`src/rtl/csa_multi_accumulator.sv`:
```
// Multi-operand carry-save accumulator with chunked carry-propagate resolve.
// Ports: clk, rst_n, in_valid/in_ready/in_ops/in_last, out_valid/out_ready/out_data.
module csa_multi_accumulator #(
  parameter int DATA_WIDTH = 32,
  parameter int NUM_OPS    = 4,
  parameter int GUARD      = 4,
  parameter int CPA_CHUNK  = 12
) (
  input  logic                          clk,
  input  logic                          rst_n,
  input  logic                          in_valid,
  output logic                          in_ready,
  input  logic [NUM_OPS*DATA_WIDTH-1:0] in_ops,
  input  logic                          in_last,
  output logic                          out_valid,
  input  logic                          out_ready,
  output logic [DATA_WIDTH+GUARD-1:0]   out_data
);

  localparam int AW = DATA_WIDTH + GUARD;
  localparam int K  = AW / CPA_CHUNK;
  localparam int CW = $clog2(K + 1);

  typedef enum logic [1:0] {
    ST_ACC,
    ST_RES,
    ST_OUT
  } state_e;

  state_e          state_q;
  logic [AW-1:0]   sum_q;
  logic [AW-1:0]   carry_q;
  logic [CW-1:0]   cnt_q;
  logic            cy_q;
  logic [AW-1:0]   out_q;
  logic            out_valid_q;

  logic [AW-1:0]   sum_d;
  logic [AW-1:0]   carry_d;

  // Redundant rows after each 3:2 stage; stage 0 is the stored pair.
  logic [AW-1:0] cs_s [NUM_OPS+1];
  logic [AW-1:0] cs_c [NUM_OPS+1];

  assign cs_s[0] = sum_q;
  assign cs_c[0] = carry_q;

  for (genvar i = 0; i < NUM_OPS; i++) begin : g_csa
    logic [AW-1:0] op;
    logic [AW-1:0] maj;
    assign op  = AW'(in_ops[i*DATA_WIDTH +: DATA_WIDTH]);
    assign maj = (cs_s[i] & cs_c[i])
               | (cs_s[i] & op)
               | (cs_c[i] & op);
    assign cs_s[i+1] = cs_s[i] ^ cs_c[i] ^ op;
    // Carry weight doubles; the bit leaving the MSB is dropped (mod 2^AW).
    assign cs_c[i+1] = {maj[AW-2:0], 1'b0};
  end

  assign sum_d   = cs_s[NUM_OPS];
  assign carry_d = cs_c[NUM_OPS];

  // The counter also visits K as a settle step; clamp so the
  // chunk select never leaves the row.
  logic [CW-1:0]      idx;
  logic [CPA_CHUNK:0] chunk_d;

  assign idx = (cnt_q < CW'(K)) ? cnt_q : '0;

  always_comb begin
    chunk_d = {1'b0, sum_q[int'(idx)*CPA_CHUNK +: CPA_CHUNK]}
            + {1'b0, carry_q[int'(idx)*CPA_CHUNK +: CPA_CHUNK]}
            + {{CPA_CHUNK{1'b0}}, cy_q};
  end

  always_ff @(posedge clk or negedge rst_n) begin
    if (!rst_n) begin
      state_q     <= ST_ACC;
      sum_q       <= '0;
      carry_q     <= '0;
      cnt_q       <= '0;
      cy_q        <= 1'b0;
      out_q       <= '0;
      out_valid_q <= 1'b0;
    end else begin
      unique case (state_q)
        ST_ACC: begin
          if (in_valid) begin
            sum_q   <= sum_d;
            carry_q <= carry_d;
            if (in_last) begin
              state_q <= ST_RES;
              cnt_q   <= '0;
              cy_q    <= 1'b0;
            end
          end
        end
        ST_RES: begin
          if (cnt_q == CW'(K)) begin
            state_q     <= ST_OUT;
            out_valid_q <= 1'b1;
          end else begin
            out_q[int'(idx)*CPA_CHUNK +: CPA_CHUNK] <= chunk_d[CPA_CHUNK-1:0];
            cy_q  <= chunk_d[CPA_CHUNK];
            cnt_q <= cnt_q + 1'b1;
          end
        end
        ST_OUT: begin
          if (out_ready) begin
            out_valid_q <= 1'b0;
            sum_q       <= '0;
            carry_q     <= '0;
            state_q     <= ST_ACC;
          end
        end
        default: state_q <= ST_ACC;
      endcase
    end
  end

  assign in_ready  = (state_q == ST_ACC);
  assign out_valid = out_valid_q;
  assign out_data  = out_q;

endmodule

```
`config.mk`:
```
export PLATFORM = sky130hd
export DESIGN_NAME = csa_multi_accumulator
export DESIGN_NICKNAME = d
export VERILOG_FILES = /design/src/rtl/csa_multi_accumulator.sv
export SDC_FILE = /design/constraint.sdc
export NUM_CORES = 1
export LEC_CHECK = 0
export CORE_AREA = 10 10 151 153
export CTS_BUF_LIST = sky130_fd_sc_hd__clkbuf_8
export DETAILED_ROUTE_END_ITERATION = 16
export DIE_AREA = 0 0 161 163
export PLACE_DENSITY = 0.67
export SKIP_CTS_REPAIR_TIMING = 1
export SLEW_MARGIN = 20
export SYNTH_ARGS = -nofsm -noshare
export SYNTH_HDL_FRONTEND = slang
export SYNTH_SLANG_ARGS = --single-unit
```
`constraint.sdc`:
```
create_clock -name clk -period 4.7 [get_ports clk]
set_input_delay 0.47 -clock clk [delete_from_list [all_inputs] [get_ports clk]]
set_output_delay 0.47 -clock clk [all_outputs]
set_load 0.01 [all_outputs]
```
Yosys cells after proc, flatten, opt, wreduce, memory -nomap -nowiden
Cells that the tools add are included.

Register bits after elaboration: 114. Bits of input ports: 133. Output and inout port bits: 38. Logic and storage cells: 86.

$add $sub $neg: 4. Multiply operators: 1. Order comparisons: 1. Eq/ne operators: 8. Shift operators: 4. Mux-type cells: 23. Bitwise operators: 29. Reduce and logical (&&, ||, !) cells: 9.

Operator list (count): 35-bit by 32-bit AND with 35-bit output (8); 35-bit OR (8); 36-bit one-hot mux with 2 select lines (2); 36-bit by 32-bit bitwise XOR with 36-bit output (4); 36-bit bitwise XOR (4); 35-bit AND (4); 36-bit 2-to-1 mux (3); 36-bit by 7-bit variable part select with 12-bit output (2); 36-bit bitwise mux (1); 12-bit by 33-bit variable shift with 36-bit output, first input constant (1); 12-bit by 33-bit variable part select with 36-bit output (1); 6-bit negation with 33-bit output (1); 2-bit 2-to-1 mux (8); 12-bit by 12-bit adder with 13-bit output (1); 13-bit by 1-bit adder with 13-bit output (1); 2-bit inequality test, second input constant (4); 4-bit AND reduction (2); 2-bit one-hot mux with 3 select lines (1); 3-bit AND reduction (2); 2-bit nonzero test (3); 1-bit 2-to-1 mux (5); 2-bit == test, second input constant (2); 2-bit by 2-bit multiplier with 4-bit output, second input constant (1); 1-bit one-hot mux with 2 select lines (2); other kinds (8) (8).

Longest topological paths before layout
Word-level depth: 14. Mapped depth: 17. Depth with buffers taken out: 15.

Worst setup path after synthesis
Ideal clock, no wire load.

Path kind: reg2reg. From: reg cnt_q[0]. To: reg out_q[0], in the netlist out_data[0]. Library setup time: 0.126 ns. Arrival time: 3.396 ns. Required time: 4.574 ns. Path slack: 1.178 ns. Stages on the path, launching flop included: 14. Buffers on the path: 2. Clock period less this slack: 3.522 ns. Path through: dfrtp_1 > inv_1 > ha_1 > clkbuf_1 > clkbuf_1 > mux2i_1 > o21ai_0 > fa_1 > a211oi_2 > o21ai_1 > or2_4 > a31oi_4 > xnor2_2 > a221o_1.

Longest elaborated chain between the ends: 8. Elaborated cells on any way between the ends: 14. Classes of those cells: add/sub (3); mul (1); order compare (1); eq/ne (1); shift (4); mux (2); bitwise (1); reduce/logical (1).

Ends and longest elaborated chain: from (decl) (RTL line 33) `logic [CW-1:0] cnt_q;`; from (signal assigned) (RTL line 105) `cnt_q <= cnt_q + 1'b1;`; 2-bit less-than comparator (RTL line 68) `assign idx = (cnt_q < CW'(K)) ? cnt_q : '0;`; 2-bit 2-to-1 mux (RTL line 68); 2-bit by 2-bit multiplier with 4-bit output (RTL line 71, 72, 103); 36-bit by 7-bit variable part select with 12-bit output, on equally long branches (RTL line 71, 72); 12-bit by 12-bit adder with 13-bit output (RTL line 72) `+ {1'b0, carry_q[int'(idx)*CPA_CHUNK +: CPA_CHUNK]}`; 13-bit by 1-bit adder with 13-bit output (RTL line 73) `+ {{CPA_CHUNK{1'b0}}, cy_q};`; 12-bit by 33-bit variable part select with 36-bit output (RTL line 103) `out_q[int'(idx)*CPA_CHUNK +: CPA_CHUNK] <= chunk_d[CPA_CHUNK-1:0];`; 36-bit bitwise mux (RTL line 103); to (signal, indexed assignment) (RTL line 103); to (decl) (RTL line 35) `logic [AW-1:0] out_q;`.

Several ways; a longest one is shown, not always the timed one. A chain may end at the register's enable or synchronous reset.

Worst setup path in the final report
From: reg cnt_q[1]. To: reg out_q[15], in the netlist out_data[15].

The elaborated chain is that of the path after synthesis.

==> results by group <==
Worst setup path
  – Slowest cell on the critical path: xor2_1
  – Startpoint of the worst-slack reg-to-reg timing path: cnt_q[1]$_DFFE_PN0P_
  – Last element of the critical path: out_data[15]$_DFFE_PN0P_
  – Critical path endpoint category: flop
  – Critical path required time: 5.06 ns
  – Cell family with the largest share of critical-path delay: compound AO/OA/AOI/OAI gates
  – Ordered cell list for the critical path: inv_1 -> ha_1 -> inv_1 -> nor2_1 -> buf_4 -> nand2_1 -> o21ai_0 -> ha_1 -> o21ai_0 -> a21oi_2 -> a211oi_2 -> o21bai_2 -> xor2_1 -> a31oi_1 -> a21oi_1
  – Count of buffering cells on the critical path with inverters included: 3
  – Worst path arrival time: 4.16 ns
  – Reg2reg end: out_data[15]$_DFFE_PN0P_
  – Startpoint class of the critical path: flop
  – Delay of the slowest cell on the worst path: about 0.54 ns
  – Top fanout value on the critical path: 21
  – Worst-case reg-to-reg path depth: 15
  – CP startpoint: cnt_q[1]$_DFFE_PN0P_
  – Setup Crit Path Kind: flop to flop
  – Number of stages on the worst setup path: 15
  – Register-to-Register Setup Slack: between 0.9 and 1 ns

Final layout
  – Final Cell Area: approximately 11,000 um2
  – Share of layout cells above drive strength 1: between 6 and 7%
  – Area growth from synthesis to layout: 29.69%
  – Diode insertion count for antenna repair: 0
  – Layout net count: roughly 1.1k
  – Fin cells: around 1.1k

Logic synthesis
  – Multiplexer share of the synthesized area: about 3.7%
  – Top cell types by occurrence after synthesis: fa_1 (126), dfrtp_1 (113), a22o_1 (81)
  – Commonest register cell after synthesis: dfrtp_1
  – Warnings, synthesis: 0
  – Simple-gate share of the synthesized area: between 6 and 7%
  – Seq cells post-synth: approximately 110
  – Combinational family with the most area after synthesis: adder cells
  – EDFF count, synth: 0
  – Share of synthesized area occupied by flip-flops and latches: between 30 and 40%
  – Area of the mapped netlist: just over 8000 um2
  – Net count after synthesis: roughly 950
  – Adder-cell area share of the yosys netlist: between 30% and 40%
  – Synthesized-area fraction occupied by xor and xnor cells: 1.374%
  – Share of the synthesized area in the top cell type: 34.49%
  – Biggest area contributors in the synthesized netlist: dfrtp_1 (34%), fa_1 (31%), a22o_1 (8.7%), ha_1 (4.7%), mux2i_1 (3.5%)
  – Compound-cell area share of the yosys netlist: around 16%
  – Number of library cell types mapped by synthesis: 56
  – Cell type with the highest aggregate area in the netlist: dfrtp_1
  – Mean instance size in the synthesized netlist: 12.48 um2
  – Post-synthesis cell count: between 600 and 700
  – Cell with the most instances after synthesis: fa_1
  – Synth async-reset ratio: 100.0%

Timing
  – Highest achievable clock rate: ~0.26 GHz
  – Number of hold-slack violations in the final timing report: 0
  – Max transition margin: 39.66%
  – Slew Limit Fails: 0
  – Setup repair after global routing missed its margin: false
  – Period Utilization, post-route: a little over 80%
  – Transition time at the pin with the least slew margin: roughly 0.91 ns
  – Setup TNS: 0 ns
  – Final worst slack: approximately 0.9 ns
  – Setup clock skew after layout: between 0.008 and 0.009 ns
  – Tmin final: roughly 3.8 ns
  – Finish-stage setup viols: 0

Floorplan
  – I/O pin cnt: about 170
  – Die width: 161 um
  – Die footprint: 26,240 um2
  – Total number of placement rows: 52
  – Die height: around 160 um
  – Core area: roughly 20,000 um2
  – Starting density of the core: roughly 41%

Power and ir drop
  – Leakage power total: about 4.6 nW
  – Highest ir drop seen on vdd: 0.4301 mV
  – Power after layout: between 9 and 10 mW
  – Pwr/cell area: 921.9 nW/um2

Run status
  – Run status: finished, final reports clean

Clock tree
  – Count of H-tree levels built during CTS: 4
  – Clock transition at the register clock pins on the worst setup and hold paths after CTS: approximately 0.070 ns
  – Number of sinks on the clock net: between 100 and 150
  – Master cell of the clock root buffer: clkbuf_8
  – CTS tree: yes
  – Buffer depth of the longest clock path: 2
  – CTS buffer count: 17
  – Clock Latency Late Sink: between 0.4 and 0.5 ns

Routing
  – Iter 0 DRT Violations: 379
  – Length of the first detailed-routing pass in iterations: 5
  – Number of nets with antenna violations after routing: 0
  – Total Wirelength: between 20 and 25 mm
  – DRC errors left: 0
  – Number of vias per cell: 5.328
  – WL/cell: 21.03 um
  – Vias post-DR: 5,871

Global route
  – Largest net degree at the start of global routing: between 60 and 70
  – Total global routing track utilization: between 15 and 20%
  – Vias in the first global route: between 6k and 7k
  – Initial antenna violation count: 0
  – Total congestion overflow after global routing: 0
  – Global-route wire length before repair: about 36 mm

Placement
  – Total placed cells including tap cells: 1,070
  – Minimum setup slack after placement: slightly above 1 ns
  – Final GP Congestion: approximately 0.87
  – HPWL after detailed placement: 19.21 mm
  – Post-DP Area: approximately 10,000 um2
  – Count of buffers from port buffering: 170

Min path
  – Worst min-delay path category: input pin to async pin

Flow run
  – MaxCap Viol Count: 0
[power by group]
part	switching, mW	total (mW)	internal (mW)
clock	0.416	1.10	0.683
combinational	3.59	6.77	3.18
sequential	0.515	1.93	1.42
[kinds of logic after synthesis]
kind of cell	count (synthesis)
AOI/OAI and AO/OA	178
xor gates and xnor gates	12
adders and majority gates	157
buffers and inverters	53
DFF	113
muxes	30
and+or+nand+nor	114
[placed cells by master (no fill, tap or decap), drive strengths merged, types with 5 or more instances in the layout]
cell type | netlist | routed
clkdlybuf4s50 | 0 | 169
fa | 126 | 126
clkbuf | 29 | 21
nor2 | 26 | 26
xnor2 | 9 | 9
o21ai | 49 | 49
inv | 19 | 21
bufinv | 0 | 5
ha | 31 | 31
a22o | 83 | 83
buf | 5 | 8
dfrtp | 113 | 113
mux2i | 29 | 29
a21oi | 16 | 16
nand2 | 63 | 63
[stage by stage]
stage / util, % / hold slack [ns]
CTS: 53.40 / 0.1320
global route: 53.40 / 0.1725
global placement: 51.02 / 0.4714
floorplan: - / 0.1744
finish: 53.40 / 0.1147
detailed placement: 51.02 / 0.4752
[metal layers]
metal	GRT usage [%]	routed length, um	up-vias
met5	0	0	-
met4	5.997	552	0
met3	6.016	1816	34
met2	26.94	10750	212
met1	23.45	10050	2969
li1	-	-	2656
[registers in the layout, indices dropped and copies added (netlist names)]
name       count
carry_q       35
cnt_q          2
cy_q           1
out_data      36
out_valid      1
state_q        2
sum_q         36
[worst min path at each step]
| stage | startpoint | end | slack (ns) |
|---|---|---|---|
| 3_3_place_gp | out_data[26]$_DFFE_PN0P_ | out_data[26]$_DFFE_PN0P_ | 0.47 |
| 4_1_cts | rst_n | out_data[6]$_DFFE_PN0P_ | 0.13 |
| 3_5_place_dp | out_data[26]$_DFFE_PN0P_ | out_data[26]$_DFFE_PN0P_ | 0.48 |
| 6_report | rst_n | out_data[9]$_DFFE_PN0P_ | 0.11 |
| 2_1_floorplan | rst_n | carry_q[10]$_DFFE_PN0P_ | 0.17 |
| 5_1_grt | rst_n | out_data[6]$_DFFE_PN0P_ | 0.17 |
[area by class of cell]
type | instances | area, um2
Fill cell | 1713 | 9278
Timing Repair Buffer | 177 | 1752
Inverter | 19 | 71.32
Sequential cell | 113 | 2828
Tap cell | 270 | 337.8
Clock buffer | 21 | 289.0
Clock inverter | 11 | 183.9
Multi-Input combinational cell | 491 | 5170
[worst register-to-register path, stage by stage, from the launching register on]
cell	delay, ns
dfrtp_1	0.40
inv_1	0.11
ha_1	0.46
inv_1	0.16
nor2_1	0.13
buf_4	0.26
nand2_1	0.08
o21ai_0	0.08
ha_1	0.32
o21ai_0	0.24
a21oi_2	0.10
a211oi_2	0.37
o21bai_2	0.14
xor2_1	0.54
a31oi_1	0.16
a21oi_1	0.17
Note: power is estimated with default switching activity, not from simulation.
